$ cat config.mk
export PLATFORM = sky130hd
export DESIGN_NAME = clk_gate_ctrl_flat
export DESIGN_NICKNAME = d
export VERILOG_FILES = /design/src/rtl/clk_gate_pkg.sv /design/src/rtl/clk_gate_if.sv /design/src/rtl/clk_gate_sat_cnt.sv /design/src/rtl/clk_gate_ctrl.sv /design/src/flat_wrapper.sv
export SDC_FILE = /design/constraint.sdc
export NUM_CORES = 1
export LEC_CHECK = 0
export ABC_AREA = 0
export CAP_MARGIN = 15
export CORE_MARGIN = 2
export CORE_UTILIZATION = 47
export CTS_BUF_LIST = sky130_fd_sc_hd__clkbuf_8
export CTS_CLUSTER_SIZE = 25
export DETAILED_ROUTE_END_ITERATION = 7
export GPL_TIMING_DRIVEN = 0
export HOLD_SLACK_MARGIN = 0.1
export PLACE_DENSITY = 0.76
export SYNTH_ARGS = -nofsm -noshare
export SYNTH_HDL_FRONTEND = slang
export SYNTH_SLANG_ARGS = --single-unit
export TNS_END_PERCENT = 10
$ cat constraint.sdc
create_clock -name clk_i -period 2.4 [get_ports clk_i]
set_clock_uncertainty 0.2 [all_clocks]
set_input_delay 0.6 -clock clk_i [delete_from_list [all_inputs] [get_ports clk_i]]
set_output_delay 0.6 -clock clk_i [all_outputs]
set_load 0.02 [all_outputs]
$ cat src/rtl/clk_gate_pkg.sv
// Shared types and default widths for the idle-detect clock-gating controller.
package clk_gate_pkg;

  localparam int IdleCntWDef  = 8;
  localparam int WakeDelayDef = 2;
  localparam int GateCntWDef  = 16;

  typedef enum logic [1:0] {
    RUN   = 2'd0,
    COUNT = 2'd1,
    GATED = 2'd2,
    WAKE  = 2'd3
  } clk_gate_state_e;

endpackage

$ cat src/rtl/clk_gate_if.sv
// Control/status bundle between the power-management side and clk_gate_ctrl.
//
// Request/acknowledge semantics: wake_req_i, force_on_i and !auto_gate_en_i
// are level requests sampled on every rising edge. They need no handshake.
// A request seen in GATED starts a wake sequence that always runs to
// completion. wake_ack_o is a single-cycle pulse in the last WAKE cycle, and
// the controller is back in RUN on the next edge. clk_en_o and gated_o are
// registered and change only on rising edges.
interface clk_gate_if
  import clk_gate_pkg::*;
#(
  parameter int IdleCntW = IdleCntWDef,
  parameter int GateCntW = GateCntWDef
) ();

  logic                auto_gate_en_i;
  logic                force_on_i;
  logic                busy_i;
  logic                wake_req_i;
  logic [IdleCntW-1:0] idle_thresh_i;
  logic                clk_en_o;
  logic                gated_o;
  logic                wake_ack_o;
  logic [GateCntW-1:0] gate_cnt_o;
  clk_gate_state_e     dbg_state_o;

  // Driver side: power-management logic or a testbench.
  modport master (
    output auto_gate_en_i, force_on_i, busy_i, wake_req_i, idle_thresh_i,
    input  clk_en_o, gated_o, wake_ack_o, gate_cnt_o, dbg_state_o
  );

  // Controller side.
  modport slave (
    input  auto_gate_en_i, force_on_i, busy_i, wake_req_i, idle_thresh_i,
    output clk_en_o, gated_o, wake_ack_o, gate_cnt_o, dbg_state_o
  );

endinterface

$ cat src/rtl/clk_gate_sat_cnt.sv
// Generic saturating up-counter with synchronous clear; clear beats increment.
module clk_gate_sat_cnt #(
  parameter int W = 8
) (
  input  logic         clk_i,
  input  logic         rst_ni,
  input  logic         clr_i,
  input  logic         inc_i,
  output logic [W-1:0] cnt_o
);

  logic [W-1:0] cnt_q, cnt_d;

  // Next value: clear, otherwise increment unless already all-ones.
  always_comb begin
    cnt_d = cnt_q;
    if (clr_i) begin
      cnt_d = '0;
    end else if (inc_i && (cnt_q != '1)) begin
      cnt_d = cnt_q + 1'b1;
    end
  end

  // Counter register with synchronous active-low reset.
  always_ff @(posedge clk_i) begin
    if (!rst_ni) begin
      cnt_q <= '0;
    end else begin
      cnt_q <= cnt_d;
    end
  end

  assign cnt_o = cnt_q;

endmodule

$ cat src/rtl/clk_gate_ctrl.sv
// Idle-detect clock-gating controller. It produces a registered enable for a
// downstream latch-based clock gate. It gates after a programmable run of idle
// cycles and re-enables on wake, force, or when software disables auto-gating.
module clk_gate_ctrl
  import clk_gate_pkg::*;
#(
  parameter int IdleCntW  = IdleCntWDef,
  parameter int WakeDelay = WakeDelayDef,
  parameter int GateCntW  = GateCntWDef
) (
  input  logic       clk_i,
  input  logic       rst_ni,
  clk_gate_if.slave  bus
);

  localparam int WakeCntW = (WakeDelay < 1) ? 1 : $clog2(WakeDelay + 1);
  localparam logic [WakeCntW-1:0] WakeLast = WakeCntW'(WakeDelay);

  clk_gate_state_e     state_q, state_d;
  logic [WakeCntW-1:0] wake_cnt_q, wake_cnt_d;
  logic [IdleCntW-1:0] cnt_q;
  logic                clk_en_q, gated_q, wake_ack_q, wake_ack_d;
  logic                wake_src, hold;
  logic                count_stay, gate_entry;

  // busy_i is left out of wake_src because a gated domain cannot report activity.
  assign wake_src = bus.wake_req_i | bus.force_on_i | ~bus.auto_gate_en_i;
  assign hold     = bus.busy_i | wake_src;

  // Next-state and wake settle counter. Hold beats a threshold match in COUNT.
  always_comb begin
    state_d    = state_q;
    wake_cnt_d = '0;
    case (state_q)
      RUN: begin
        if (!hold) state_d = COUNT;
      end
      COUNT: begin
        if (hold) begin
          state_d = RUN;
        end else if (cnt_q >= bus.idle_thresh_i) begin
          state_d = GATED;
        end
      end
      GATED: begin
        if (wake_src) state_d = WAKE;
      end
      WAKE: begin
        if (wake_cnt_q == WakeLast) begin
          state_d = RUN;
        end else begin
          wake_cnt_d = wake_cnt_q + 1'b1;
        end
      end
      default: state_d = RUN;
    endcase
  end

  // The ack is high during the last WAKE cycle, so it is registered one edge early.
  assign wake_ack_d = (state_d == WAKE) && (wake_cnt_d == WakeLast);

  assign count_stay = (state_q == COUNT) && (state_d == COUNT);
  assign gate_entry = (state_q == COUNT) && (state_d == GATED);

  // Idle-cycle counter. It restarts from zero every time COUNT is entered.
  clk_gate_sat_cnt #(.W(IdleCntW)) u_idle_cnt (
    .clk_i  (clk_i),
    .rst_ni (rst_ni),
    .clr_i  (~count_stay),
    .inc_i  (count_stay),
    .cnt_o  (cnt_q)
  );

  // Count of GATED entries, saturating at all-ones.
  clk_gate_sat_cnt #(.W(GateCntW)) u_gate_cnt (
    .clk_i  (clk_i),
    .rst_ni (rst_ni),
    .clr_i  (1'b0),
    .inc_i  (gate_entry),
    .cnt_o  (bus.gate_cnt_o)
  );

  // State and registered outputs. Reset leaves the clock enabled for the consumer's own reset.
  always_ff @(posedge clk_i) begin
    if (!rst_ni) begin
      state_q    <= RUN;
      wake_cnt_q <= '0;
      clk_en_q   <= 1'b1;
      gated_q    <= 1'b0;
      wake_ack_q <= 1'b0;
    end else begin
      state_q    <= state_d;
      wake_cnt_q <= wake_cnt_d;
      clk_en_q   <= (state_d != GATED);
      gated_q    <= (state_d == GATED);
      wake_ack_q <= wake_ack_d;
    end
  end

  assign bus.clk_en_o    = clk_en_q;
  assign bus.gated_o     = gated_q;
  assign bus.wake_ack_o  = wake_ack_q;
  assign bus.dbg_state_o = state_q;

endmodule
$ cat src/flat_wrapper.sv
// flat-port wrapper written by rule: the top's interface ports become plain ports
module clk_gate_ctrl_flat import clk_gate_pkg::*;
#(
  parameter int IdleCntW  = IdleCntWDef,
  parameter int WakeDelay = WakeDelayDef,
  parameter int GateCntW  = GateCntWDef
)
  (clk_i, rst_ni, bus_auto_gate_en_i, bus_force_on_i, bus_busy_i, bus_wake_req_i, bus_idle_thresh_i, bus_clk_en_o, bus_gated_o, bus_wake_ack_o, bus_gate_cnt_o, bus_dbg_state_o);
  clk_gate_if #(.IdleCntW(IdleCntW), .GateCntW(GateCntW)) bus_i ();
  input  logic clk_i;
  input  logic rst_ni;
  input wire logic [$bits(bus_i.auto_gate_en_i)-1:0] bus_auto_gate_en_i;
  input wire logic [$bits(bus_i.force_on_i)-1:0] bus_force_on_i;
  input wire logic [$bits(bus_i.busy_i)-1:0] bus_busy_i;
  input wire logic [$bits(bus_i.wake_req_i)-1:0] bus_wake_req_i;
  input wire logic [$bits(bus_i.idle_thresh_i)-1:0] bus_idle_thresh_i;
  output wire logic [$bits(bus_i.clk_en_o)-1:0] bus_clk_en_o;
  output wire logic [$bits(bus_i.gated_o)-1:0] bus_gated_o;
  output wire logic [$bits(bus_i.wake_ack_o)-1:0] bus_wake_ack_o;
  output wire logic [$bits(bus_i.gate_cnt_o)-1:0] bus_gate_cnt_o;
  output wire logic [$bits(bus_i.dbg_state_o)-1:0] bus_dbg_state_o;
  assign bus_i.auto_gate_en_i = bus_auto_gate_en_i;
  assign bus_i.force_on_i = bus_force_on_i;
  assign bus_i.busy_i = bus_busy_i;
  assign bus_i.wake_req_i = bus_wake_req_i;
  assign bus_i.idle_thresh_i = bus_idle_thresh_i;
  assign bus_clk_en_o = bus_i.clk_en_o;
  assign bus_gated_o = bus_i.gated_o;
  assign bus_wake_ack_o = bus_i.wake_ack_o;
  assign bus_gate_cnt_o = bus_i.gate_cnt_o;
  assign bus_dbg_state_o = bus_i.dbg_state_o;
  clk_gate_ctrl #(.IdleCntW(IdleCntW), .WakeDelay(WakeDelay), .GateCntW(GateCntW)) u_core (.clk_i(clk_i), .rst_ni(rst_ni), .bus(bus_i));
endmodule
# Yosys cells after proc, flatten, opt, wreduce, memory -nomap -nowiden
# Index checks and enable logic that the tools add are counted.
# op_classes
bitwise_logic,4
reduce_logical,7
n_lt_le_gt_ge,1
n_addsub,3
n_mux,8
eq_ne,11
# op_table
cell,count
$add A16 B1 Y16 const B,1
$ne A16 B16 Y1 const B,1
$mux W2,7
$eq A2 B2 Y1 const B,6
$add A8 B1 Y8 const B,1
$ge A8 B8 Y1,1
$ne A8 B8 Y1 const B,1
$pmux W2 S4,1
$logic_and A1 B1 Y1,5
$eq A2 B1 Y1 const B,2
$or A1 B1 Y1,3
$add A2 B1 Y2 const B,1
$logic_not A2 Y1,1
$ne A2 B2 Y1 const B,1
$reduce_and A2 Y1,1
$not A1 Y1,1
# word_totals
register_bits,31
in_bits,14

# Logic depth before layout (Yosys ltp)
# Gate-level depths: netlist of the first run.
# logic_depth
ltp_word,8
ltp_mapped,9
mapped_depth_nobuf,8

# By module
# A second synthesis of the first run with hierarchy kept.
# hier_totals
hier_cells,197
area_unflattened_um2,1815.5
# modules_own_cells
mod,area_per_inst_um2,cells_per_inst,n_inst
clk_gate_sat_cnt at u_core.u_gate_cnt,864.6,91,1
clk_gate_ctrl,529.3,60,1
clk_gate_sat_cnt at u_core.u_idle_cnt,421.7,46,1

# Worst setup path after synthesis of the first run
# No wires, ideal clock.
# synth_path
path_kind,input-to-reg
from,in bus_idle_thresh_i[0]
to,reg u_core.u_idle_cnt.cnt_q[2] (netlist: u_core.u_idle_cnt.cnt_o[2])
n_path_buf,1
path_stages,7
setup_ps,73
arrival_ps,2265
slack_ps,-138
path_cell_list,ha_1 > nand2b_4 > a2111oi_4 > o31a_2 > or4b_1 > buf_6 > nor3_4
# synth_between
elab_chain_len,7
elab_cells_between_ends,8
cone_classes,order compare (1); eq/ne (1); mux (3); reduce/logical (3)
# synth_rtl
item,line,rtl
from (decl),flat_wrapper.sv:16,input wire logic [$bits(bus_i.idle_thresh_i)-1:0] bus_idle_thresh_i;
$ge A8 B8 Y1 *,clk_gate_ctrl.sv:41,end else if (cnt_q >= bus.idle_thresh_i) begin
$mux W2 *,clk_gate_ctrl.sv:41,
$mux W2 *,clk_gate_ctrl.sv:39,if (hold) begin
$pmux W2 S4 *,clk_gate_ctrl.sv:34,case (state_q)
$eq A2 B1 Y1 *,clk_gate_ctrl.sv:62,assign count_stay = (state_q == COUNT) && (state_d == COUNT);
$logic_and A1 B1 Y1 *,clk_gate_ctrl.sv:62,
$reduce_and A2 Y1 (no source line) or $logic_and A1 B1 Y1 (tied branches),-,
to (signal assigned),clk_gate_sat_cnt.sv:29,cnt_q <= cnt_d;
to (decl),clk_gate_sat_cnt.sv:12,"logic [W-1:0] cnt_q, cnt_d;"
# Mark *: on every way between the ends. The rest lies on a longest branch, timed or not.
# A chain may end at the register's enable or synchronous reset.

# Worst setup path in the final report of the first run
# layout_path
from,in bus_idle_thresh_i[3]
to,reg u_core.u_gate_cnt.cnt_q[9] (netlist: u_core.u_gate_cnt.cnt_o[9])
# layout_between
elab_chain_len,7
# layout_rtl
item,line,rtl
$ge A8 B8 Y1,clk_gate_ctrl.sv:41,
$mux W2,clk_gate_ctrl.sv:41,
$mux W2,clk_gate_ctrl.sv:39,
$pmux W2 S4,clk_gate_ctrl.sv:34,
$eq A2 B2 Y1,clk_gate_ctrl.sv:63,assign gate_entry = (state_q == COUNT) && (state_d == GATED);
$logic_and A1 B1 Y1,clk_gate_ctrl.sv:63,
$logic_and A1 B1 Y1,clk_gate_sat_cnt.sv:19,end else if (inc_i && (cnt_q != '1)) begin
to (signal assigned),clk_gate_sat_cnt.sv:29,
to (decl),clk_gate_sat_cnt.sv:12,
# Every way passes these cells.

==> results of run 1 <==
cells by family after synthesis:
| family | synth area share (%) |
|---|---|
| compound gates | 8.20 |
| xor+xnor | 7.30 |
| fa+ha+maj | 7.45 |
| buf+inv | 4.92 |
| flops | 37.0 |
| mux | 3.58 |
| simple gates | 31.6 |
cell type report:
| type | count | area [um2] |
|---|---|---|
| buffer | 6 | 46.3 |
| clock buffer | 6 | 82.6 |
| clock inverter | 2 | 35.0 |
| fill | 239 | 880 |
| inverter | 12 | 45.0 |
| multi-input combinational | 140 | 1200 |
| sequential | 31 | 624 |
| tap | 46 | 57.6 |
| timing repair buffer | 40 | 415 |
state kept, by name, summed over array words and instances (netlist names):
name and count:
u_core.wake_cnt_q 2, u_core.bus.gated_o 1, u_core.u_idle_cnt.cnt_o 8, u_core.bus.dbg_state_o 2, u_core.bus.clk_en_o 1, u_core.bus.wake_ack_o 1
u_core.u_gate_cnt.cnt_o 16
layer usage:
layer | wire, um | global-route usage [%] | vias to the layer above
met5 | 0 | 0 | -
met1 | 1740 | 24.8 | 743
met2 | 2110 | 37.6 | 45
met4 | 69 | 8.15 | 0
met3 | 236 | 6.34 | 7
li1 | - | - | 764
per-stage QoR:
stage          instance area (um2)  std cells  utilization, %  TNS [ps]
3_5_place_dp                  2110        270            62.1    -14750
3_3_place_gp                  2110        270            62.1    -13980
4_1_cts                       2490        283            73.4         0
2_1_floorplan                 1710        190               -         0
5_1_grt                       2510        283            74.0      -454
6_report                      2510        283            74.0     -18.5
what timing repair did:
item                       CTS  global route
pin swaps                   22             1
gates cloned                 1             0
setup endpoints to repair   28            22
setup buffers                5             0
gates resized for setup     51             5
worst max-delay path, delay by kind of cell:
family / cells / cell delay [ps]
AOI/OAI and AO/OA: 2 / 520
xor gates and xnor gates: 1 / 170
adders and majority gates: 1 / 290
buffers and inverters: 3 / 390
and+or+nand+nor: 3 / 400
Yosys cell counts, types with 3 or more instances:
cell,instances,area [um2]
dfxtp_1,31,621
inv_1,12,45.0
clkbuf_1,5,18.8
nand2b_1,4,25.0
nand3_1,11,55.1
o21a_1,3,22.5
nand4_1,10,62.6
nor2_1,22,82.6
and4_1,3,26.3
nor4_1,9,56.3
ha_1,10,125
xor2_1,4,35.0
and2_1,3,18.8
nand2_1,15,56.3
a21oi_1,4,20.0
xnor2_1,10,87.6
mux2i_1,6,60.1
power groups by stage:
stage	registers [mW]	clock network, mW	logic [mW]
floorplan	0.528	0	0.0275
global placement	0.527	0	0.0558
detailed placement	0.527	0	0.0574
CTS	0.514	0.544	0.0605
global route	0.514	0.575	0.0688
finish	0.514	0.533	0.0629
worst paths after layout:
| kind | from | endpoint | slack, ps |
|---|---|---|---|
| max | bus_idle_thresh_i[3] | u_core.u_gate_cnt.cnt_o[9]$_SDFFE_PN0P_ | -20 |
| min | u_core.wake_cnt_q[0]$_SDFF_PN0_ | u_core.wake_cnt_q[0]$_SDFF_PN0_ | 260 |
| max reg2reg | u_core.u_idle_cnt.cnt_o[0]$_SDFFE_PN0P_ | u_core.u_idle_cnt.cnt_o[3]$_SDFFE_PN0P_ | 30 |
| min reg2reg | u_core.wake_cnt_q[0]$_SDFF_PN0_ | u_core.wake_cnt_q[0]$_SDFF_PN0_ | 260 |
==> metrics.cfg, run 1 <==
[route]
ant_nets=0
post_drt_wl_per_cell_um=14.7
vias=1559
wirelength_um=4160
firstDrtPassIters=4
drc=0
drt_iter0_drc=41
vias_per_cell=5.51

[floorplan]
die_area_mm2=0.00407
die_h_um=63.8
core_area_mm2=0.00339
initial_core_util_pct=49.5
placementRows=21
die_width_um=63.8
ioPinCount=35

[global_route]
grt_pass1_wl_um=6710
grt_max_degree=11
grt_pass1_vias=1458
antenna_found_initial=0
grt-ovfl-total=0
grt_util_all_layers_pct=21.5

[timing]
fin_crit_sh_pct=101
fmax_ghz=0.414
tightestPinTransition_ps=489
drv_slew=0
rsz0062_at_grt=true
period_minus_slack_ps=2420
max_slew_margin_pct=67.4
setup_viol=2
setup_slack_ps=-17.7
hold_ws_ps=261
finalHoldViolations=0

[setup_path]
startpoint_type=input pin
crit_slowest_cell=o31a_4
cp.arrival_ps=2370
cp-end-kind=flop
crit_required_ps=2360
crit_type=in -> reg
crit_chain=dlygate4sd2_1, inv_1, ha_2, o21a_1, nor2_2, o31a_4, buf_12, nor4_4, xnor2_1, nor2_1
r2r_cells=7
cpPeakStageDelay_ps=390
crit_fanout=5

[synthesis]
synth_area_mm2=0.00168
synth_cells=190
syn-num-nets=214
async_flop_share_pct=0
ys.flop_type=dfxtp_1
yosysWarnings=0
avgSynthCellArea_um2=8.84
synth_edf_count=0
yosysUniqueCellTypes=39
ys_seq_area_share_pct=37.0
ys_ff_latch=31

[finish]
diodes=0
drive_above_1_share_pct=22.8
nets=260
area.growth.synth_to_final_pct=49.5
final_cell_mix=dfxtp_1, clkdlybuf4s50_1, nor2_1
final_common_cell=dfxtp_1

[clock_tree]
cts-buffers-inserted=5
cts_tree=built
cts_buffer_depth=2
cts_sinks=31
cts.htree.levels=2
hold_buffers=0
cts.reportedPaths.clkPinSlew_ps=70
clk_latency_ps=280
root_buffer=clkbuf_8

[power_and_ir_drop]
intPower_mw=0.883
total_power_mw=1.11
combPwrFrac_pct=5.7
switching_share_pct=20.4
power.density_mw_per_mm2=442
switching_power_mw=0.227
power_frac_seq_pct=46.3
pwr-share-clk_pct=48.0
irDropWorstVdd_v=0.000356
p_leak_nw=0.966

[run_status]
violations=setup timing
outcome=finished with violations

[placement]
place_ws_ps=-619
globalplace.congestion=0.822
port_buffers=34
dp_hpwl_um=2570

[hold_path]
hold_class=reg -> reg
whs_path_depth=1

[flow_run]
cap_violations=0

Note: power is estimated with default switching activity, not from simulation.
==> inputs of run 2 (changes only) <==
--- a/config.mk
+++ b/config.mk
@@ -10,7 +10,6 @@
 export CORE_MARGIN = 2
 export CORE_UTILIZATION = 47
 export CTS_BUF_LIST = sky130_fd_sc_hd__clkbuf_8
-export CTS_CLUSTER_SIZE = 25
 export DETAILED_ROUTE_END_ITERATION = 7
 export GPL_TIMING_DRIVEN = 0
 export HOLD_SLACK_MARGIN = 0.1
==> results of run 2 <==
No change in the layout: final DEF, timing and power equal those of run 1.
